$ cat src/rtl/fetch_unit.sv
// fetch_unit: instruction-fetch stage.
// Reads the synchronous instruction memory at the PC supplied by the PC
// register, buffers returned words with their PCs in a small FIFO, and hands
// them to decode over a valid/ready handshake.
//
// Ports:
//   clk_i            rising-edge clock
//   reset_i          asynchronous active-low reset
//   pc_i             current PC from the PC register
//   pc_advance_o     PC consumed this cycle (PC register steps on this edge)
//   flush_i          redirect: drop all buffered and in-flight fetches
//   imem_req_o       instruction memory read strobe
//   imem_addr_o      read address (= pc_i)
//   imem_rdata_i     read data, valid one cycle after imem_req_o
//   instr_valid_o    FIFO head valid
//   instr_ready_i    decode accepts head
//   instr_o          head instruction
//   instr_pc_o       PC of head instruction
//   instr_misalign_o head was fetched from a PC with pc[1:0] != 0
module fetch_unit #(
    parameter int unsigned DEPTH = 2,
    parameter int unsigned XLEN  = 32
) (
    input  logic            clk_i,
    input  logic            reset_i,
    input  logic [XLEN-1:0] pc_i,
    output logic            pc_advance_o,
    input  logic            flush_i,
    output logic            imem_req_o,
    output logic [XLEN-1:0] imem_addr_o,
    input  logic [XLEN-1:0] imem_rdata_i,
    output logic            instr_valid_o,
    input  logic            instr_ready_i,
    output logic [XLEN-1:0] instr_o,
    output logic [XLEN-1:0] instr_pc_o,
    output logic            instr_misalign_o
);

    localparam int unsigned AW = $clog2(DEPTH);
    localparam logic [AW:0] FULL = (AW+1)'(DEPTH);

    logic [XLEN-1:0] mem_instr [DEPTH];
    logic [XLEN-1:0] mem_pc    [DEPTH];
    logic [DEPTH-1:0] mem_mis;

    logic [AW-1:0]   rptr, wptr;
    logic [AW:0]     count;
    logic            inflight;
    logic            drop;
    logic [XLEN-1:0] inflight_pc;
    logic            inflight_mis;

    logic [AW:0]     occupancy;
    logic            issue;
    logic            push;
    logic            pop;

    // The in-flight slot is reserved up front so a response always has room;
    // a pop in the same cycle is deliberately not credited.
    assign occupancy = count + {{AW{1'b0}}, inflight};
    assign issue     = reset_i && !flush_i && (occupancy < FULL);
    assign push      = inflight && !drop && !flush_i;
    assign pop       = instr_valid_o && instr_ready_i;

    assign imem_req_o    = issue;
    assign pc_advance_o  = issue;
    assign imem_addr_o   = reset_i ? pc_i : '0;
    assign instr_valid_o = (count != '0);

    // Head outputs are forced to zero when empty so reset shows all-zero outputs
    // even though the storage array itself is not reset.
    assign instr_o          = instr_valid_o ? mem_instr[rptr] : '0;
    assign instr_pc_o       = instr_valid_o ? mem_pc[rptr]    : '0;
    assign instr_misalign_o = instr_valid_o && mem_mis[rptr];

    always_ff @(posedge clk_i or negedge reset_i) begin
        if (!reset_i) begin
            count        <= '0;
            rptr         <= '0;
            wptr         <= '0;
            inflight     <= 1'b0;
            drop         <= 1'b0;
            inflight_pc  <= '0;
            inflight_mis <= 1'b0;
        end else begin
            inflight <= issue;
            drop     <= flush_i && inflight;
            if (issue) begin
                inflight_pc  <= pc_i;
                inflight_mis <= (pc_i[1:0] != 2'b00);
            end
            if (flush_i) begin
                count <= '0;
                rptr  <= '0;
                wptr  <= '0;
            end else begin
                if (push) wptr <= wptr + 1'b1;
                if (pop)  rptr <= rptr + 1'b1;
                case ({push, pop})
                    2'b10:   count <= count + 1'b1;
                    2'b01:   count <= count - 1'b1;
                    default: count <= count;
                endcase
            end
        end
    end

    always_ff @(posedge clk_i) begin
        if (push && reset_i) begin
            mem_instr[wptr] <= imem_rdata_i;
            mem_pc[wptr]    <= inflight_pc;
            mem_mis[wptr]   <= inflight_mis;
        end
    end

endmodule

$ cat config.mk
export PLATFORM = sky130hd
export DESIGN_NAME = fetch_unit
export DESIGN_NICKNAME = d
export VERILOG_FILES = /design/src/rtl/fetch_unit.sv
export SDC_FILE = /design/constraint.sdc
export NUM_CORES = 1
export LEC_CHECK = 0
export CAP_MARGIN = 40
export CORE_MARGIN = 2
export CORE_UTILIZATION = 40
export CTS_CLUSTER_SIZE = 10
export DETAILED_ROUTE_END_ITERATION = 16
export PLACE_DENSITY = 0.67
export SKIP_CTS_REPAIR_TIMING = 1
export SYNTH_ARGS = -nofsm -noshare
export SYNTH_HDL_FRONTEND = slang
export SYNTH_SLANG_ARGS = --single-unit
$ cat constraint.sdc
create_clock -name clk_i -period 14.7 [get_ports clk_i]
set_input_delay 3.675 -clock clk_i [delete_from_list [all_inputs] [get_ports clk_i]]
set_output_delay 3.675 -clock clk_i [all_outputs]
set_load 0.005 [all_outputs]
### Word level (Yosys, flattened, before mapping)

Memory sizes are Yosys's and may differ from the RTL's.
Index checks and enable logic that the tools add are counted.

| cells by class | value |
|---|---|
| $add $sub $neg | 5 |
| magnitude comparators | 4 |
| equal/unequal tests | 2 |
| multiplexer cells | 16 |
| reductions and logical operators | 16 |

Operators by type and width:

| kind | number |
|---|---|
| 32-bit 2-to-1 mux | 3 |
| 1-bit logical AND | 9 |
| 1-bit 2-to-1 mux | 9 |
| 2-bit nonzero test | 4 |
| 1-bit by 2-bit less-than comparator with 1-bit output, second input constant | 2 |
| 2-bit case mux with 2 select lines | 1 |
| 3-bit nonzero test | 1 |
| 1-bit adder, second input constant | 2 |
| 2-bit by 1-bit adder with 2-bit output | 1 |
| 2-bit by 1-bit adder with 2-bit output, second input constant | 1 |
| 2-bit bitwise mux | 1 |
| 2-bit by 1-bit == test with 1-bit output, second input constant | 1 |
| 2-bit == test, second input constant | 1 |
| 1-bit zero test | 2 |
| 2-bit less-than comparator, second input constant | 1 |
| 2-bit 2-to-1 mux | 1 |
| 2-bit by 1-bit subtractor with 2-bit output, second input constant | 1 |
| 1-bit demux with 1-bit select | 1 |
| 1-bit greater-or-equal comparator, second input constant | 1 |

| word-level totals | value |
|---|---|
| flip-flop bits (word level) | 41 |
| bits in writable memories | 128 |
| bits of input ports | 68 |
| output and inout port bits | 100 |
| memories | 2 |

Memories:

| name | words | bits a word | rd ports | clocked after memory_dff | wr ports | line | RTL |
|---|---|---|---|---|---|---|---|
| mem_instr | 2 | 32 | 1 | 0 | 1 | 42 | `logic [XLEN-1:0] mem_instr [DEPTH];` |
| mem_pc | 2 | 32 | 1 | 0 | 1 | 43 | `logic [XLEN-1:0] mem_pc [DEPTH];` |

### Depth between registers and ports, before layout

Gate-level depths: netlist of the first run.

| depth | value |
|---|---|
| word-level depth | 6 |
| gate-level depth with buffers | 5 |
| depth with buffers taken out | 3 |

### Worst setup path before layout of the first run

Ideal clock, no wire load.

| timing | value |
|---|---|
| path type | input port to flip-flop |
| from | input port flush_i |
| to | memory mem_instr[0][0], enable pin |
| data arrival time | 8.367 ns |
| data required time | 14.132 ns |
| slack | 5.766 ns |
| stages on the path | 2 |
| buffers on the path | 0 |
| cells stage by stage | nand2b_1 nor3_1 |

| on the way | value |
|---|---|
| longest elaborated chain between the ends | 5 |

Ends and longest elaborated chain:

| what | line | RTL |
|---|---|---|
| start, declared | 28 | `input logic flush_i,` |
| 1-bit zero test | 62 | `assign push = inflight && !drop && !flush_i;` |
| 1-bit logical AND | 62 |  |
| 1-bit logical AND | 109 | `if (push && reset_i) begin` |
| 1-bit 2-to-1 mux | 109 |  |
| 1-bit 2-to-1 mux (implied by the code) | 110 | `mem_instr[wptr] <= imem_rdata_i;` |
| end, declared | 42 |  |

Every way passes these cells.

### Worst setup path in the final report of the first run

| timing | value |
|---|---|
| from | input port flush_i |
| to | output port imem_req_o |

| on the way | value |
|---|---|
| longest elaborated chain between the ends | 3 |

Ends and longest elaborated chain:

| what | line | RTL |
|---|---|---|
| 1-bit zero test | 61 | `assign issue = reset_i && !flush_i && (occupancy < FULL);` |
| 1-bit logical AND (2 in a row) | 61 |  |
| end, declared | 29 | `output logic imem_req_o,` |

Every way passes these cells.

==> results of run 1 <==
path summary, 6_finish.rpt:
path                       cells past startpoint                         end                        from
min reg2reg                                    0      mem_pc[1][0]$_DFFE_PP_  inflight_pc[0]$_DFFE_PN0P_
min in group asynchronous                      2          inflight$_DFF_PN0_                     reset_i
max                                            5                  imem_req_o                     flush_i
max in group asynchronous                      2            rptr$_DFFE_PN0P_                     reset_i
min                                            0      mem_pc[1][0]$_DFFE_PP_  inflight_pc[0]$_DFFE_PN0P_
max reg2reg                                    4  inflight_pc[1]$_DFFE_PN0P_        count[0]$_DFFE_PN0P_
sequential cells by signal, indices dropped and copies added, names as in the netlist:
signal        count
mem_instr        64
mem_pc           64
inflight_pc      32
count             2
mem_mis           2
drop              1
inflight          1
inflight_mis      1
rptr              1
wptr              1
logic make-up (layout without fill, tap and decap cells):
kind of cell / count (synthesis) / after routing / share of synthesized area, %
XOR/XNOR: 2 / 2 / 0.2586
buffers and inverters: 25 / 210 / 2.345
multiplexers: 98 / 98 / 16.62
flip-flops: 169 / 169 / 72.02
AND/OR/NAND/NOR: 113 / 113 / 7.904
AO/OA/AOI/OAI: 8 / 8 / 0.8496
Yosys cell counts:
| library cell | instances | area, sq um |
|---|---|---|
| edfxtp_1 | 130 | 3904 |
| nor2_1 | 69 | 259.0 |
| mux2i_1 | 66 | 660.6 |
| dfrtp_1 | 39 | 975.9 |
| and2_1 | 33 | 206.5 |
| mux2_4 | 28 | 420.4 |
| buf_2 | 7 | 35.03 |
| clkbuf_1 | 6 | 22.52 |
| buf_1 | 4 | 15.01 |
| mux2_2 | 4 | 45.04 |
| buf_12 | 3 | 60.06 |
| inv_1 | 3 | 11.26 |
| nand2b_1 | 3 | 18.77 |
| o21ai_0 | 3 | 15.01 |
| a21oi_1 | 2 | 10.01 |
| buf_4 | 2 | 15.01 |
| nor2b_1 | 2 | 12.51 |
| nor3_1 | 2 | 10.01 |
| a21o_1 | 1 | 7.510 |
| a21oi_4 | 1 | 16.27 |
| a31o_2 | 1 | 8.760 |
| and3b_1 | 1 | 8.760 |
| nand2_1 | 1 | 3.750 |
| nand3_2 | 1 | 10.01 |
| or3_1 | 1 | 6.260 |
| xnor2_1 | 1 | 8.760 |
| xor2_1 | 1 | 8.760 |
final cells by class:
cell class / instances / area, sq um
inverters: 3 / 11.26
clock inverters: 9 / 122.6
repair buffers: 175 / 1727
multi-input cells: 221 / 1754
flip-flops and latches: 169 / 4883
clock buffers: 23 / 467.9
fillers: 1328 / 7342
well taps: 220 / 275.3
layout by cell type, fill, tap and decap left out, drive strengths merged:
| cell | count |
|---|---|
| xnor2 | 1 |
| bufinv | 3 |
| dfrtp | 39 |
| xor2 | 1 |
| nor2b | 2 |
| a21oi | 3 |
| clkinv | 4 |
| nand2 | 1 |
| clkbuf | 23 |
| and2 | 33 |
| mux2 | 32 |
| nand3 | 1 |
| nor2 | 69 |
| o21ai | 3 |
| edfxtp | 130 |
| nand2b | 3 |
| and3b | 1 |
| nor3 | 2 |
| a21o | 1 |
| or3 | 1 |
| mux2i | 66 |
| clkinvlp | 1 |
| inv | 4 |
| clkdlybuf4s50 | 166 |
| buf | 9 |
| a31o | 1 |
through the flow:
stage	setup WS (ns)	power [mW]	util, %	hold WS [ns]	area (sq um)
after floorplan	5.766	0.6170	-	0.4382	6775
after global placement	5.262	0.6704	52.17	0.4475	8651
after detailed placement	5.224	0.6746	52.17	0.4606	8651
after CTS	5.211	1.119	55.73	0.4744	9241
after global routing	5.128	1.146	55.73	0.4833	9241
final	5.248	1.105	55.73	0.4752	9241
power groups by stage:
stage               clock [mW]  combinational (mW)  sequential, mW
finish                   0.441               0.105           0.559
detailed placement           0               0.106           0.569
CTS                      0.454               0.107           0.559
global placement             0               0.104           0.567
global route             0.471               0.113           0.562
floorplan                    0              0.0546           0.562
per-layer routing:
metal | vias up | track usage [%] | wire, um
met1 | 1916 | 19.91 | 6021
met5 | - | 0 | 0
met3 | 18 | 4.195 | 678
met4 | 0 | 6.199 | 192
li1 | 1837 | - | -
met2 | 133 | 25.93 | 6508
worst max-delay path: cells and delay by family:
kind            cells  cell delay (ns)
compound gates      1             0.14
buf+inv             3             1.68
simple gates        1             0.28
==> flow_summary_export.csv, run 1 <==
group,metric,value,unit
outcome,status,"finished, final reports clean",
synth,synth_cell_types,27,
worst_setup_path,crit_path_end_kind,"output port",
clocking,insertion_delay,0.41,ns
cells_and_area,area_delta_synth_final,36.40,%
clocking,cts_root_buffer,"clkbuf_16",
power_and_ir_drop,swShare,19.87,%
timing,fin_setup_tns,0,ns
power_and_ir_drop,p_int,0.8852,mW
timing,worst_pin_slew,0.7837,ns
clocking,clkSinkCount,169,
synth,yosysWarnings,0,
timing,setup_viol,0,
timing,fin_skew,0.006763,ns
worst_setup_path,cpPeakStageDelay,0.63,ns
clocking,cts_buffers,17,
detailed_routing,drc,0,
grt,antenna_found_initial,0,
timing,finalHoldViolations,0,
grt,grtUsageTotal,15.72,%
cells_and_area,drive_above_1_share,12.17,%
detailed_routing,via_per_inst,4.761,
floorplan,dieArea,0.01799,sq mm
timing,drv_slew,0,
detailed_routing,first_iter_violations,180,
power_and_ir_drop,power_frac_seq,50.6,%
floorplan,row_count,47,
detailed_routing,antenna_left,0,
synth,synthCells,415,
worst_setup_path,reg2reg_slack,12.79,ns
clocking,cts.path.max_buffers,2,
floorplan,start_util,40.86,%
worst_setup_path,worst-path-max-fanout,36,
clocking,cts-htree-levels,4,
worst_setup_path,crit_chain,"clkdlybuf4s50_1 -> nand2b_1 -> a21oi_4 -> buf_4 -> clkdlybuf4s50_1",
power_and_ir_drop,peakVddDrop,87.91,uV
worst_setup_path,start_kind,"input port",
power_and_ir_drop,power.leakage,3.218,nW
worst_setup_path,slowest_stage,"clkdlybuf4s50_1",
synth,synth.yosys.seq_area_share,72.02,%
timing,rsz0062_at_grt,"no",
placed_design,gp_congestion,0.7221,
cells_and_area,nNetsFinal,655,
power_and_ir_drop,power.density,119.5,mW/mm^2
detailed_routing,vias,3904,
detailed_routing,drt_first_pass_iters,6,
floorplan,io_pins,168,
detailed_routing,drt_wl_total,13.40,mm
synth,synth-seq-cells,169,
timing,min_period,9.452,ns
clocking,clk_pin_slew,0.06,ns
grt,grt_max_degree,72,
floorplan,floorplan.core_area,0.01658,sq mm
clocking,cts_tree,"built",
worst_setup_path,cp.required,11.02,ns
power_and_ir_drop,comb_power_share,9.5,%
timing,clock.fmax,105.8,MHz
power_and_ir_drop,clockPowerShare,39.9,%
synth,syn-num-nets,483,
placed_design,dp_cells,788,
placed_design,dp_hpwl,8.444,mm
hold_path,hp-class,"flip-flop to flip-flop",
grt,grt_pass1_vias,4088,
detailed_routing,detail_route.wl_per_cell,16.34,um
placed_design,portBuffers,167,
power_and_ir_drop,p_switching,0.2196,mW
cells_and_area,fin_cells,820,
timing,timing.final.crit_share,64.30,%
run,maxCapViolCount,0,
floorplan,die_w,134.1,um
synth,syn_avg_cell_area,16.33,sq um
timing,slew_headroom,47.75,%
grt,grt_pass1_wl,21.53,mm
worst_setup_path,cp_data_arrival_time,5.78,ns
worst_setup_path,critPathMostFrequentCell,"clkdlybuf4s50_1",
grt,overflow,0,
worst_setup_path,crit_type,"input port to output port",
floorplan,die_h,134.1,um
cells_and_area,diodes,0,
synth,synth_area,0.006775,sq mm
(Power assumes the default switching activity.)
==> inputs of run 2 (changes only) <==
==> constraint.sdc (replaced) <==
create_clock -name clk_i -period 9 [get_ports clk_i]
set_input_delay 2.25 -clock clk_i [delete_from_list [all_inputs] [get_ports clk_i]]
set_output_delay 2.25 -clock clk_i [all_outputs]
set_load 0.005 [all_outputs]
==> run 2 against run 1 <==
Against the previous run:
- critical path depth fell by 1
- global-route usage fell by 0.21 points
- utilization rose by 0.44 points
- total power rose by 71%
- flip-flop and latch count did not move
- worst setup slack got worse by 2.4 ns
- clock skew barely moved
- register-to-register slack got worse by 5.7 ns
- critical path type unchanged
==> flow_summary_export.csv, run 2 (synthesized netlist as in run 1, its figures left out) <==
group,metric,value,unit
timing,rsz0062_at_grt,"no",
detailed_routing,drc,0,
floorplan,io_pins,168,
grt,grtUsageTotal,15.51,%
hold_path,hold_start,"inflight_pc[1]$_DFFE_PN0P_",
cells_and_area,regArea,0.004883,sq mm
grt,overflow,0,
floorplan,die_w,134.1,um
grt,grt_pass1_vias,4067,
detailed_routing,antenna_left,0,
floorplan,floorplan.core_area,0.01658,sq mm
cells_and_area,area_delta_synth_final,37.47,%
grt,grt_max_degree,47,
clocking,clkSinkCount,169,
clocking,cts.path.max_buffers,2,
clocking,cts-htree-levels,4,
run,maxCapViolCount,0,
cells_and_area,diodes,0,
cells_and_area,drive_above_1_share,13.33,%
cells_and_area,nNetsFinal,655,
timing,min_period,6.185,ns
floorplan,dieArea,0.01799,sq mm
placed_design,gp_congestion,0.6922,
timing,slew_headroom,49.81,%
timing,fin_setup_tns,0,ns
placed_design,dpl-instance-area,0.008651,sq mm
grt,grt_pass1_wl,21.28,mm
worst_setup_path,cp.required,6.75,ns
cells_and_area,layout_common_cells,"clkdlybuf4s50_1 (166), edfxtp_1 (130), nor2_1 (68)",
placed_design,dp_hpwl,8.264,mm
power_and_ir_drop,power.leakage,3.256,nW
timing,fin_skew,0.006764,ns
worst_setup_path,rr_startpoint,"count[0]$_DFFE_PN0P_",
detailed_routing,detail_route.wl_per_cell,16.17,um
cells_and_area,top_regs,"mem_instr (64), mem_pc (64), inflight_pc (32)",
worst_setup_path,start_kind,"input port",
clocking,cts_buffers,17,
clocking,insertion_delay,0.42,ns
worst_setup_path,worst-path-max-fanout,44,
detailed_routing,vias,3859,
cells_and_area,multiInputGateArea,0.001754,sq mm
placed_design,portBuffers,167,
floorplan,row_count,47,
cells_and_area,final_cell_area,0.009314,sq mm
detailed_routing,drt_first_pass_iters,4,
power_and_ir_drop,power.density,203.1,mW/mm^2
floorplan,start_util,40.86,%
detailed_routing,first_iter_violations,143,
timing,clock.fmax,161.7,MHz
clocking,clk_pin_slew,0.07,ns
clocking,cts_tree,"built",
floorplan,die_h,134.1,um
timing,finalHoldViolations,0,
cells_and_area,nFillCells,1324,
worst_setup_path,crit_type,"input port to output port",
grt,antenna_found_initial,1,
timing,timing.final.crit_share,68.72,%
outcome,status,"finished, final reports clean",
hold_path,hp-class,"flip-flop to flip-flop",
timing,setup_viol,0,
hold_path,holdPathStages,0,
worst_setup_path,cp_data_arrival_time,3.94,ns
hold_path,whs_endpoint,"mem_pc[0][1]$_DFFE_PP_",
power_and_ir_drop,p_total,1.891,mW
worst_setup_path,crit_path_end_kind,"output port",
detailed_routing,drt_wl_total,13.26,mm
timing,worst_pin_slew,0.7529,ns
detailed_routing,via_per_inst,4.706,
cells_and_area,final_common_cell,"clkdlybuf4s50_1",
worst_setup_path,ff2ff_path_depth,4,
clocking,cts_root_buffer,"clkbuf_16",
worst_setup_path,r2r_end,"inflight_pc[1]$_DFFE_PN0P_",
power_and_ir_drop,peakVddDrop,129.1,uV
worst_setup_path,reg2reg_slack,7.04,ns
timing,whs,0.4667,ns
timing,drv_slew,0,
run 2: changes by cell type in the layout (fill, tap and decap cells not counted), sizes merged:
| cell | delta |
|---|---|
| clkinv | -1 |
| bufinv | +2 |
| clkbuf | -6 |
| inv | +5 |
run 2: power by group:
group | internal (mW) | switching [mW] | leakage, nW
registers | 0.887 | 0.0249 | 1.64
logic | 0.109 | 0.0618 | 1.29
clock network | 0.500 | 0.308 | 0.323
total | 1.50 | 0.395 | 3.26
run 2: routing by layer:
| layer | vias to the layer above | global-route usage [%] | share of wire, % | wire [um] |
|---|---|---|---|---|
| met5 | - | 0 | 0.098 | 13 |
| met4 | 2 | 5.088 | 1.1 | 140 |
| met3 | 15 | 6.236 | 7.0 | 934 |
| met2 | 122 | 25.95 | 49 | 6553 |
| met1 | 1879 | 18.34 | 42 | 5618 |
| li1 | 1841 | - | - | - |
run 2: how the worst max path moves through the flow:
stage	depth (start not counted)	slack [ns]	end	from
after floorplan	2	1.49	mem_instr[0][0]$_DFFE_PP_	flush_i
after global placement	4	2.78	imem_addr_o[20]	reset_i
after detailed placement	4	2.72	imem_addr_o[8]	reset_i
after CTS	4	2.71	imem_addr_o[8]	reset_i
after global routing	4	2.57	imem_addr_o[29]	reset_i
final	4	2.81	imem_addr_o[7]	reset_i
run 2: critical path, stage by stage:
cell             delay (ns)
buf_2                  0.46
buf_4                  0.49
and2_1                 0.20
clkdlybuf4s50_1        0.51
run 2: layout make-up:
type / instances / share of cell area, %
well taps: 220 / 2.955
clock inverters: 15 / 2.552
inverters: 3 / 0.1209
flip-flops and latches: 169 / 52.43
clock buffers: 17 / 4.567
multi-input cells: 221 / 18.83
repair buffers: 175 / 18.54
run 2: metrics by stage:
stage / worst slack, ns / instances / util (%)
after detailed placement: 2.716 / 788 / 52.17
after global routing: 2.570 / 820 / 56.16
after CTS: 2.714 / 820 / 56.16
after floorplan: 1.491 / 415 / -
final: 2.815 / 820 / 56.16
after global placement: 2.785 / 788 / 52.17
==> inputs of run 3 (changes only) <==
--- a/config.mk
+++ b/config.mk
@@ -10,7 +10,7 @@
 export CORE_UTILIZATION = 40
 export CTS_CLUSTER_SIZE = 10
 export DETAILED_ROUTE_END_ITERATION = 16
-export PLACE_DENSITY = 0.67
+export PLACE_DENSITY = 0.7
 export SKIP_CTS_REPAIR_TIMING = 1
 export SYNTH_ARGS = -nofsm -noshare
 export SYNTH_HDL_FRONTEND = slang
==> constraint.sdc (replaced) <==
create_clock -name clk_i -period 5.3 [get_ports clk_i]
set_input_delay 1.325 -clock clk_i [delete_from_list [all_inputs] [get_ports clk_i]]
set_output_delay 1.325 -clock clk_i [all_outputs]
set_load 0.005 [all_outputs]
==> run 3 against run 2 <==
Against the previous run:
- via count is 0.39% higher
- flip-flop and latch count stayed put
- register-to-register slack worse by 3.7 ns
- clock-buffer cell count is 3 higher
- first-iteration DRC count is 2.8% lower
- sequential share of layout area is 0.45 points higher
- highest routed layer is now met4
- critical endpoint is now pc_advance_o
- die area stayed put
- total power is 58% higher
- combinational power is 71% higher
- critical path depth stayed put
==> flow_summary_export.csv, run 3 (synthesized netlist as in run 1, its figures left out) <==
group,metric,value,unit
power_and_ir_drop,power.density,322.6,mW/mm^2
floorplan,io_pins,168,
cells_and_area,area_delta_synth_final,36.29,%
placed_design,dp_hpwl,8.660,mm
worst_setup_path,cp_data_arrival_time,2.85,ns
timing,drv_slew,0,
clocking,clk_pin_slew,0.06,ns
timing,min_period,4.176,ns
cells_and_area,layout_common_cells,"clkdlybuf4s50_1 (166), edfxtp_1 (130), nor2_1 (68)",
placed_design,gp_congestion,0.7304,
worst_setup_path,start_kind,"input port",
detailed_routing,detail_route.wl_per_cell,16.00,um
cells_and_area,regArea,0.004883,sq mm
clocking,cts_root_buffer,"clkbuf_16",
run,maxCapViolCount,0,
clocking,insertion_delay,0.41,ns
power_and_ir_drop,p_total,2.979,mW
cells_and_area,multiInputGateArea,0.001754,sq mm
floorplan,dieArea,0.01799,sq mm
detailed_routing,via_per_inst,4.713,
placed_design,portBuffers,167,
power_and_ir_drop,peakVddDrop,227.8,uV
detailed_routing,first_iter_violations,139,
cells_and_area,final_core_util,55.68,%
grt,grtUsageTotal,15.35,%
grt,antenna_found_initial,0,
grt,grt_max_degree,46,
power_and_ir_drop,power.leakage,3.211,nW
timing,worst_pin_slew,0.8260,ns
cells_and_area,top_regs,"mem_instr (64), mem_pc (64), inflight_pc (32)",
detailed_routing,antenna_left,0,
clocking,cts_buffers,17,
detailed_routing,drc,0,
cells_and_area,final_cell_area,0.009234,sq mm
outcome,status,"finished, final reports clean",
placed_design,dpl-instance-area,0.008686,sq mm
detailed_routing,drt_wl_total,13.15,mm
detailed_routing,drt_first_pass_iters,4,
worst_setup_path,crit_type,"input port to output port",
grt,grt_pass1_wl,21.03,mm
worst_setup_path,worst-path-max-fanout,6,
floorplan,floorplan.core_area,0.01658,sq mm
cells_and_area,nNetsFinal,657,
clocking,cts.path.max_buffers,2,
timing,setup_viol,0,
cells_and_area,final_common_cell,"clkdlybuf4s50_1",
hold_path,hp-class,"flip-flop to flip-flop",
timing,finalHoldViolations,0,
timing,clock.fmax,239.4,MHz
clocking,cts-htree-levels,4,
clocking,clkSinkCount,169,
grt,grt_pass1_vias,4130,
clocking,cts_tree,"built",
grt,overflow,0,
worst_setup_path,crit_path_end_kind,"output port",
worst_setup_path,cp.required,3.97,ns
cells_and_area,nFillCells,1322,
floorplan,start_util,40.86,%
timing,timing.final.crit_share,78.80,%
timing,fin_skew,0.006107,ns
timing,rsz0062_at_grt,"no",
floorplan,die_h,134.1,um
detailed_routing,vias,3874,
cells_and_area,diodes,0,
cells_and_area,drive_above_1_share,12.96,%
floorplan,row_count,47,
timing,slew_headroom,44.80,%
floorplan,die_w,134.1,um
==> run 3: critical path: stages <==
cell and delay (ns):
clkdlybuf4s50_1 0.50, nand2b_1 0.28, a21oi_4 0.22, clkdlybuf4s50_1 0.53
==> run 3: path summary, 6_finish.rpt <==
check / end / startpoint / depth (start not counted) / slack, ns
max reg2reg: inflight_pc[29]$_DFFE_PN0P_ / count[0]$_DFFE_PN0P_ / 4 / 3.35
min in group asynchronous: inflight_pc[29]$_DFFE_PN0P_ / reset_i / 1 / 0.92
min reg2reg: mem_pc[0][30]$_DFFE_PP_ / inflight_pc[30]$_DFFE_PN0P_ / 0 / 0.47
min: mem_pc[0][30]$_DFFE_PP_ / inflight_pc[30]$_DFFE_PN0P_ / 0 / 0.47
max in group asynchronous: rptr$_DFFE_PN0P_ / reset_i / 2 / 3.74
max: pc_advance_o / flush_i / 4 / 1.12
==> run 3: area by class of cell <==
type | instances | area share (%)
Tap cell | 220 | 2.981
Clock buffer | 20 | 4.837
Multi-Input combinational cell | 221 | 19.00
Clock inverter | 12 | 1.098
Inverter | 3 | 0.1220
Timing Repair Buffer | 177 | 19.08
Sequential cell | 169 | 52.89
==> run 3: where the power goes <==
part           leakage, nW  internal (mW)  switching, mW
logic                 1.31          0.188          0.105
registers             1.64           1.51         0.0426
clock network        0.262          0.656          0.481
total                 3.21           2.35          0.629
==> run 3: stage by stage <==
step,instances,hold slack [ns],worst slack [ns],TNS [ns]
floorplan,415,0.4382,-1.284,-166.97
global placement,789,0.4441,1.102,0
detailed placement,790,0.4584,1.067,0
CTS,822,0.4716,1.052,0
global route,822,0.4799,0.9852,0
finish,822,0.4667,1.124,0
==> run 3: metal layers <==
metal  part of all wire (%)  track usage [%]  up-vias
met5                      0                0        -
met4                    1.5            5.965        0
met3                    5.3            3.817       16
met2                     50            25.75      125
met1                     43            19.28     1891
li1                       -                -     1842
